[src/rtl/bit_besleyici_pkg.sv]
// Shared types and sizing for the serial bit source.
package bit_besleyici_pkg;

   // Default maximum pattern length in bits.
   localparam int GENISLIK_VARSAYILAN = 16;

   // Stream controller states: idle, streaming, one-cycle end marker.
   typedef enum logic [1:0] {
      BOS    = 2'd0,
      GONDER = 2'd1,
      BITIS  = 2'd2
   } durum_e;

   // Width needed to hold a bit count from 0 up to and including genislik.
   function automatic int sayac_genisligi(input int genislik);
      return $clog2(genislik + 1);
   endfunction

endpackage

[src/rtl/doygun_sayac.sv]
// Saturating event counter: counts enabled cycles and sticks at all-ones.
module doygun_sayac #(
   parameter int W = 8
) (
   input  logic         clk,
   input  logic         rst_n,
   input  logic         en,
   output logic [W-1:0] deger
);

   // Count one per enabled cycle until the counter reaches its maximum.
   // NOTE: sequential state uses non-blocking assignments so every register
   // samples pre-edge values, independent of block evaluation order.
   always_ff @(posedge clk or negedge rst_n) begin
      if (!rst_n) begin
         deger <= '0;
      end else if (en && (deger != '1)) begin
         deger <= deger + 1'b1;
      end
   end

endmodule

[src/rtl/bit_besleyici.sv]
// Serial bit source: loads a word plus a length, then emits the bits
// MSB-first over valid/ready, with early abort from the consumer.
// The serial output is named seri_bit because `bit` is a reserved word.
module bit_besleyici
   import bit_besleyici_pkg::*;
#(
   parameter int GENISLIK = GENISLIK_VARSAYILAN,
   parameter int SAYAC_W  = sayac_genisligi(GENISLIK)
) (
   input  logic                clk,
   input  logic                rst_n,
   input  logic                yukle_gecerli,
   output logic                yukle_hazir,
   input  logic [GENISLIK-1:0] veri,
   input  logic [SAYAC_W-1:0]  uzunluk,
   input  logic                durdur,
   output logic                seri_bit,
   output logic                bit_gecerli,
   input  logic                bit_hazir,
   output logic [SAYAC_W-1:0]  kalan,
   output logic [7:0]          gonderilen,
   output logic                bitti,
   output logic                hata
);

   durum_e                durum_q, durum_d;
   logic [GENISLIK-1:0]   kaydirici;
   logic [SAYAC_W-1:0]    kalan_q;
   logic                  hata_q;

   logic                  yukle_ok;
   logic                  uzunluk_gecersiz;
   logic                  aktarim;
   logic [SAYAC_W-1:0]    kaydirma;

   assign yukle_ok         = yukle_gecerli && yukle_hazir;
   assign uzunluk_gecersiz = (uzunluk == '0) || (uzunluk > SAYAC_W'(GENISLIK));
   assign aktarim          = bit_gecerli && bit_hazir;
   // Left shift that puts bit [uzunluk-1] at the MSB of the shift register.
   assign kaydirma         = SAYAC_W'(GENISLIK) - uzunluk;

   // Outputs are decoded from registered state; only yukle_hazir sees durdur.
   assign yukle_hazir = (durum_q == BOS) && !durdur;
   assign bit_gecerli = (durum_q == GONDER);
   assign seri_bit    = bit_gecerli && kaydirici[GENISLIK-1];
   assign bitti       = (durum_q == BITIS);
   assign kalan       = kalan_q;
   assign hata        = hata_q;

   // State register.
   always_ff @(posedge clk or negedge rst_n) begin
      if (!rst_n) begin
         durum_q <= BOS;
      end else begin
         durum_q <= durum_d;
      end
   end

   // Next-state logic: last accepted bit or an abort ends the stream.
   // NOTE: durum_d gets a default before the case so no path leaves it
   // unassigned, which would otherwise infer a latch.
   always_comb begin
      durum_d = durum_q;
      case (durum_q)
         BOS: begin
            if (yukle_ok && !uzunluk_gecersiz) begin
               durum_d = GONDER;
            end
         end
         GONDER: begin
            if ((aktarim && (kalan_q == SAYAC_W'(1))) || durdur) begin
               durum_d = BITIS;
            end
         end
         BITIS:   durum_d = BOS;
         default: durum_d = BOS;
      endcase
   end

   // Shift register, remaining-bit count and rejected-load flag.
   always_ff @(posedge clk or negedge rst_n) begin
      if (!rst_n) begin
         kaydirici <= '0;
         kalan_q   <= '0;
         hata_q    <= 1'b0;
      end else begin
         hata_q <= yukle_ok && uzunluk_gecersiz;
         case (durum_q)
            BOS: begin
               if (yukle_ok && !uzunluk_gecersiz) begin
                  kaydirici <= veri << kaydirma;
                  kalan_q   <= uzunluk;
               end
            end
            GONDER: begin
               if (durum_d == BITIS) begin
                  // Normal end or abort: anything left over is discarded.
                  kaydirici <= '0;
                  kalan_q   <= '0;
               end else if (aktarim) begin
                  kaydirici <= {kaydirici[GENISLIK-2:0], 1'b0};
                  kalan_q   <= kalan_q - 1'b1;
               end
            end
            default: begin
            end
         endcase
      end
   end

   // Total accepted bits since reset, saturating.
   doygun_sayac #(
      .W (8)
   ) u_gonderilen (
      .clk   (clk),
      .rst_n (rst_n),
      .en    (aktarim),
      .deger (gonderilen)
   );

endmodule

[config.mk]
export PLATFORM = sky130hd
export DESIGN_NAME = bit_besleyici
export DESIGN_NICKNAME = d
export VERILOG_FILES = /design/src/rtl/bit_besleyici_pkg.sv /design/src/rtl/doygun_sayac.sv /design/src/rtl/bit_besleyici.sv
export SDC_FILE = /design/constraint.sdc
export NUM_CORES = 1
export LEC_CHECK = 0
export BUFFER_PORTS_ARGS = -buffer_cell sky130_fd_sc_hd__buf_2
export CAP_MARGIN = 20
export CORE_UTILIZATION = 35
export CTS_CLUSTER_DIAMETER = 40
export DETAILED_ROUTE_END_ITERATION = 16
export PLACE_DENSITY_LB_ADDON = 0.3
export SYNTH_ARGS = -nofsm -noshare
export SYNTH_HDL_FRONTEND = slang
export SYNTH_SLANG_ARGS = --single-unit
[constraint.sdc]
create_clock -name clk -period 1.6 [get_ports clk]
set_input_delay 0.32 -clock clk [delete_from_list [all_inputs] [get_ports clk]]
set_output_delay 0.32 -clock clk [all_outputs]
set_load 0.005 [all_outputs]
# Word level (Yosys, flattened, before mapping)
# Index checks and enable logic that the tools add are counted.
word_totals:
  register_bits: 32
  latch_bits: 0
  ramBits: 0
  romBits: 0
  input_bits: 26
  out_inout_bits: 18
  word_cells: 44
  n_memories: 0
op_classes:
  addsub: 3
  n_mul: 0
  div_mod_pow: 0
  n_lt_le_gt_ge: 1
  eq_ne: 7
  shifts: 1
  mux: 11
  n_bitwise: 0
  reduce_logical: 16
ops:
  columns: ["op", "n"]
  rows:
  - ["$mux W16", 3]
  - ["$pmux W16 S2", 1]
  - ["$shl A16 B5 Y16", 1]
  - ["$mux W5", 3]
  - ["$pmux W5 S2", 1]
  - ["$add A8 B1 Y8 const B", 1]
  - ["$logic_and A1 B1 Y1", 8]
  - ["$ne A8 B8 Y1 const B", 1]
  - ["$eq A5 B1 Y1 const B", 1]
  - ["$gt A5 B5 Y1 const B", 1]
  - ["$logic_not A5 Y1", 1]
  - ["$sub A5 B1 Y5 const B", 1]
  - ["$sub A5 B5 Y5 const A", 1]
  - ["$eq A2 B2 Y1 const B", 2]
  - ["$mux W2", 2]
  - ["$pmux W2 S2", 1]
  - ["$ne A3 B1 Y1 const B", 1]
  - ["$reduce_and A3 Y1", 1]
  - ["$eq A2 B1 Y1 const B", 1]
  - ["$logic_not A1 Y1", 2]
  - ["$logic_not A2 Y1", 1]
  - ["$logic_or A1 B1 Y1", 2]
  - ["$ne A2 B1 Y1 const B", 1]
  - ["$reduce_bool A2 Y1", 1]

# Depth between registers and ports, before layout
depth:
  depth_word: 9
  ltp_mapped: 9
  depth_no_buf: 7

# Cells and area by module
# Synthesis repeated with hierarchy kept, for this count alone.
unflattened:
  cells_unflattened: 250
  hier_area_um2: 2287.2
by_module_without_submodules:
  columns: ["module", "instances", "cells_per_inst", "area_per_inst_um2", "seq_area_each_um2"]
  rows:
  - ["bit_besleyici", 1, 216, 1879.3, 600.6]
  - ["doygun_sayac", 1, 34, 407.9, 200.2]

# Worst setup path before layout
# OpenSTA, ideal clock, no wires.
synth_path:
  kind: "input -> register"
  from: "input uzunluk[0]"
  to: "register kaydirici[7]"
  setup_time_ns: 0.126
  arrival_ns: 2.188
  t_required_ns: 1.474
  slack_ns: -0.714
  cell_stages: 7
  n_path_buf: 1
  cell_sequence: "clkinv_1 > ha_1 > buf_2 > mux2_2 > mux4_2 > a221oi_1 > nor2_1"
synth_between:
  elab_chain_cells: 9
  word_cells_on_any_way: 16
  classes_between: "1 x add/sub; 1 x order compare; 3 x eq/ne; 1 x shift; 5 x mux; 5 x reduce/logical"
synth_rtl:
  columns: ["element", "line_no", "text"]
  rows:
  - ["start, declared", "bit_besleyici.sv:15", "input logic [SAYAC_W-1:0] uzunluk,"]
  - ["$gt A5 B5 Y1 / $logic_not A5 Y1 (equally long branches)", "bit_besleyici.sv:37", "assign uzunluk_gecersiz = (uzunluk == '0) || (uzunluk > SAYAC_W'(GENISLIK));"]
  - ["$logic_or A1 B1 Y1", "bit_besleyici.sv:37", null]
  - ["$logic_not A1 Y1", "bit_besleyici.sv:66, bit_besleyici.sv:90", null]
  - ["$logic_and A1 B1 Y1", "bit_besleyici.sv:66, bit_besleyici.sv:90", null]
  - ["$mux W2", "bit_besleyici.sv:66", "if (yukle_ok && !uzunluk_gecersiz) begin"]
  - ["$pmux W2 S2", "bit_besleyici.sv:64", "case (durum_q)"]
  - ["$eq A2 B2 Y1", "bit_besleyici.sv:96", "if (durum_d == BITIS) begin"]
  - ["$ne A3 B1 Y1 (no line) / $mux W16 (equally long branches)", null, null]
  - ["$reduce_and A3 Y1 (no line) / $pmux W16 S2 (equally long branches)", null, null]
  - ["end signal, assigned", "bit_besleyici.sv:91", "kaydirici <= veri << kaydirma;"]
  - ["end signal, assigned", "bit_besleyici.sv:101", "kaydirici <= {kaydirici[GENISLIK-2:0], 1'b0};"]
  - ["end, declared", "bit_besleyici.sv:27", "logic [GENISLIK-1:0] kaydirici;"]
# Several ways; a longest one is shown, not always the timed one. The select of a mux whose other input is x is not followed.
# A chain may end at the register's enable or synchronous reset.

# Worst setup path in the final report
# Ends and elaborated chain as after synthesis.

==> impl_metrics.env <==
export IMPL_final_area_um2=3780
export IMPL_synth_compound_area_share_pct=24.2
export IMPL_clockBufferDepth=2
export IMPL_cpLargestDelayFamily="multiplexers"
export IMPL_netlist_area_um2=2250
export IMPL_wire_per_inst_um=16.2
export IMPL_ys_types=48
export IMPL_tightestPinTransition_ps=435
export IMPL_placed_cell_area_um2=3170
export IMPL_antenna_found_initial=0
export IMPL_grt_usage_pct=21.7
export IMPL_path_class="in -> reg"
export IMPL_cp_start_kind="input port"
export IMPL_crit_chain="buf_12, clkinv_16, ha_4, mux2_4, mux4_2, a221oi_2, nor2_1"
export IMPL_ios=44
export IMPL_areaGrowthSynthToFinish_pct=68.4
export IMPL_root_buffer="clkbuf_8"
export IMPL_synth_common_cells="nor2_1, dfrtp_1, a22oi_1, nand2_1, mux2i_1"
export IMPL_synth_area_leader_cell="dfrtp_1"
export IMPL_min_path_type="in -> async"
export IMPL_cts_sinks=32
export IMPL_max_stage_delay_ps=510
export IMPL_ys_warn_count=0
export IMPL_place_gp_congestion=0.803
export IMPL_die_x_um=82.1
export IMPL_dp_slack_ps=-641
export IMPL_hold_violations=0
export IMPL_synth_top_family_by_area="compound AO/OA/AOI/OAI gates"
export IMPL_avgSynthCellArea_um2=9.17
export IMPL_period_minus_slack_ps=1790
export IMPL_r2r_cells=8
export IMPL_first_pass_iters=5
export IMPL_setup_viol=20
export IMPL_drt_iter0_markers=147
export IMPL_slew_headroom_pct=70.8
export IMPL_finalClockSkew_ps=4.80
export IMPL_ctsHoldBuffers=0
export IMPL_fmaxAchievable_mhz=559
export IMPL_yosys_area_share_adder_pct=2.23
export IMPL_ys_ff_latch=32
export IMPL_grt_pass1_vias=2324
export IMPL_cts_buffers_inserted=5
export IMPL_drc=0
export IMPL_synth_simple_area_share_pct=17.9
export IMPL_synth_top_area_share_pct=35.7
export IMPL_clk_latency_ps=290
export IMPL_start_util_pct=37.1
export IMPL_syn_nets=275
export IMPL_maxCapViolCount=0
export IMPL_grt_max_degree=33
export IMPL_route_vias_total=2436
export IMPL_status="complete, but fails checks"
export IMPL_nets=402
export IMPL_fin_ws_ps=-189
export IMPL_rows=28
export IMPL_cp_required_ps=1780
export IMPL_yosysMostFrequentCell="nor2_1"
export IMPL_n_antenna_cell=0
export IMPL_cts_tree="done"
export IMPL_fin_cells=447
export IMPL_placed_cells=418
export IMPL_violations="negative setup slack"
export IMPL_synthTopCellsByArea="dfrtp_1, a22oi_1, nor2_1"
export IMPL_post_route_period_util_pct=112
export IMPL_ir_worst_vdd_uv=860
export IMPL_clk_pin_slew_ps=70
export IMPL_grt_first_pass_wirelength_um=10900
export IMPL_drt_total_wl_um=7220
export IMPL_die_h_um=82.1
export IMPL_whs_ps=44.8
export IMPL_path_max_fanout=8
export IMPL_ys_async_sr_fraction_pct=100
export IMPL_regToRegSetupSlack_ps=-160
export IMPL_core_area_um2=6060
export IMPL_rsz0062_at_grt="true"
export IMPL_synth_xor_area_share_pct=5.07
export IMPL_crit_buf_inv=2
export IMPL_hpwl_um=4940
export IMPL_synthFlopType="dfrtp_1"
export IMPL_p_per_area_nw_per_um2=958
export IMPL_vias_per_cell=5.45
export IMPL_synth_enable_flop_cells=0
export IMPL_h_tree_depth=2
export IMPL_arrival_ps=1970
export IMPL_endpoint_kind="register"
export IMPL_path_depth=7
export IMPL_gr_total_overflow=0
export IMPL_io_buffers=43
export IMPL_yosysSeqAreaShare_pct=35.7
export IMPL_synth_mux_area_fraction_pct=9.30
export IMPL_ant_nets=0
export IMPL_p_leak_nw=1.72
export IMPL_drv_slew=0
export IMPL_drive_gt1_share_pct=56.7
export IMPL_synthCells=245
export IMPL_cp_slowest_cell="mux4_2"
export IMPL_die_area_um2=6740
[cell usage in the layout (no fill, tap or decap), drive strengths merged, types with 7 or more instances in the layout]
cell type	netlist	layout
buf	11	132
a22oi	21	21
a31oi	7	7
nand2	21	21
mux2i	13	13
a21oi	10	10
nor3	9	9
inv	8	8
nor2	36	36
dfrtp	32	32
xor2	7	7
a221oi	7	7
[cells by family after synthesis]
kind of cell             Yosys count
flip-flops                        32
multiplexers                      18
XOR/XNOR                          13
adder cells (fa/ha/maj)            4
AO/OA/AOI/OAI                     69
buffers and inverters             22
AND/OR/NAND/NOR                   87
[cell type report]
type,instances,area [um^2]
Tap cell,75,93.8
Inverter,10,76.3
Fill cell,498,2280
Timing Repair Buffer,132,1020
Clock buffer,5,68.8
Sequential cell,32,802
Clock inverter,2,12.5
Multi-Input combinational cell,191,1710
[layer usage]
metal,up-vias,track usage [%],wire (um)
li1,1165,-,-
met1,1190,26.9,3110
met4,0,6.84,135
met2,64,38.4,3730
met5,-,0,0
met3,17,3.30,242
[what timing repair did]
item,in CTS,in global routing
buffers inserted,14,9
resized for setup,45,26
endpoints found under the setup margin,23,26
pin swaps,21,16
cloned,1,0
[final timing paths]
| path | startpoint | endpoint |
|---|---|---|
| worst min register to register | u_gonderilen.deger[7] | u_gonderilen.deger[7] |
| min in group clk | yukle_gecerli | hata |
| worst max register to register | kalan[1] | kaydirici[7] |
| max in group asynchronous | rst_n | durum_q[0] |
| worst max-delay path | uzunluk[0] | kaydirici[7] |
| worst min-delay path | rst_n | kaydirici[10] |
[per-stage QoR]
step	total power (W)	util (%)	setup TNS [ps]
2_1_floorplan	0.00204	-	-3400
5_1_grt	0.00384	62.4	-4020
4_1_cts	0.00349	59.5	-2240
3_3_place_gp	0.00260	52.4	-10720
6_report	0.00362	62.4	-2180
3_5_place_dp	0.00264	52.4	-11420
[state kept, by name (all words and copies together), names as in the netlist]
signal	cells
kalan	5
u_gonderilen.deger	8
durum_q	2
kaydirici	16
hata	1
[worst register-to-register path: cells and delay by family, from the launching register on]
family,cells,cell delay [ps]
buf+inv,3,400
simple gates,2,350
compound gates,2,390
flops,1,390
fa+ha+maj,1,120
[where the power goes]
group | switching [W] | internal [W]
Sequential | 0.000233 | 0.00106
Clock | 0.000320 | 0.000294
Combinational | 0.000804 | 0.000914
Total | 0.00136 | 0.00226
Note: power is estimated with default switching activity, not from simulation.
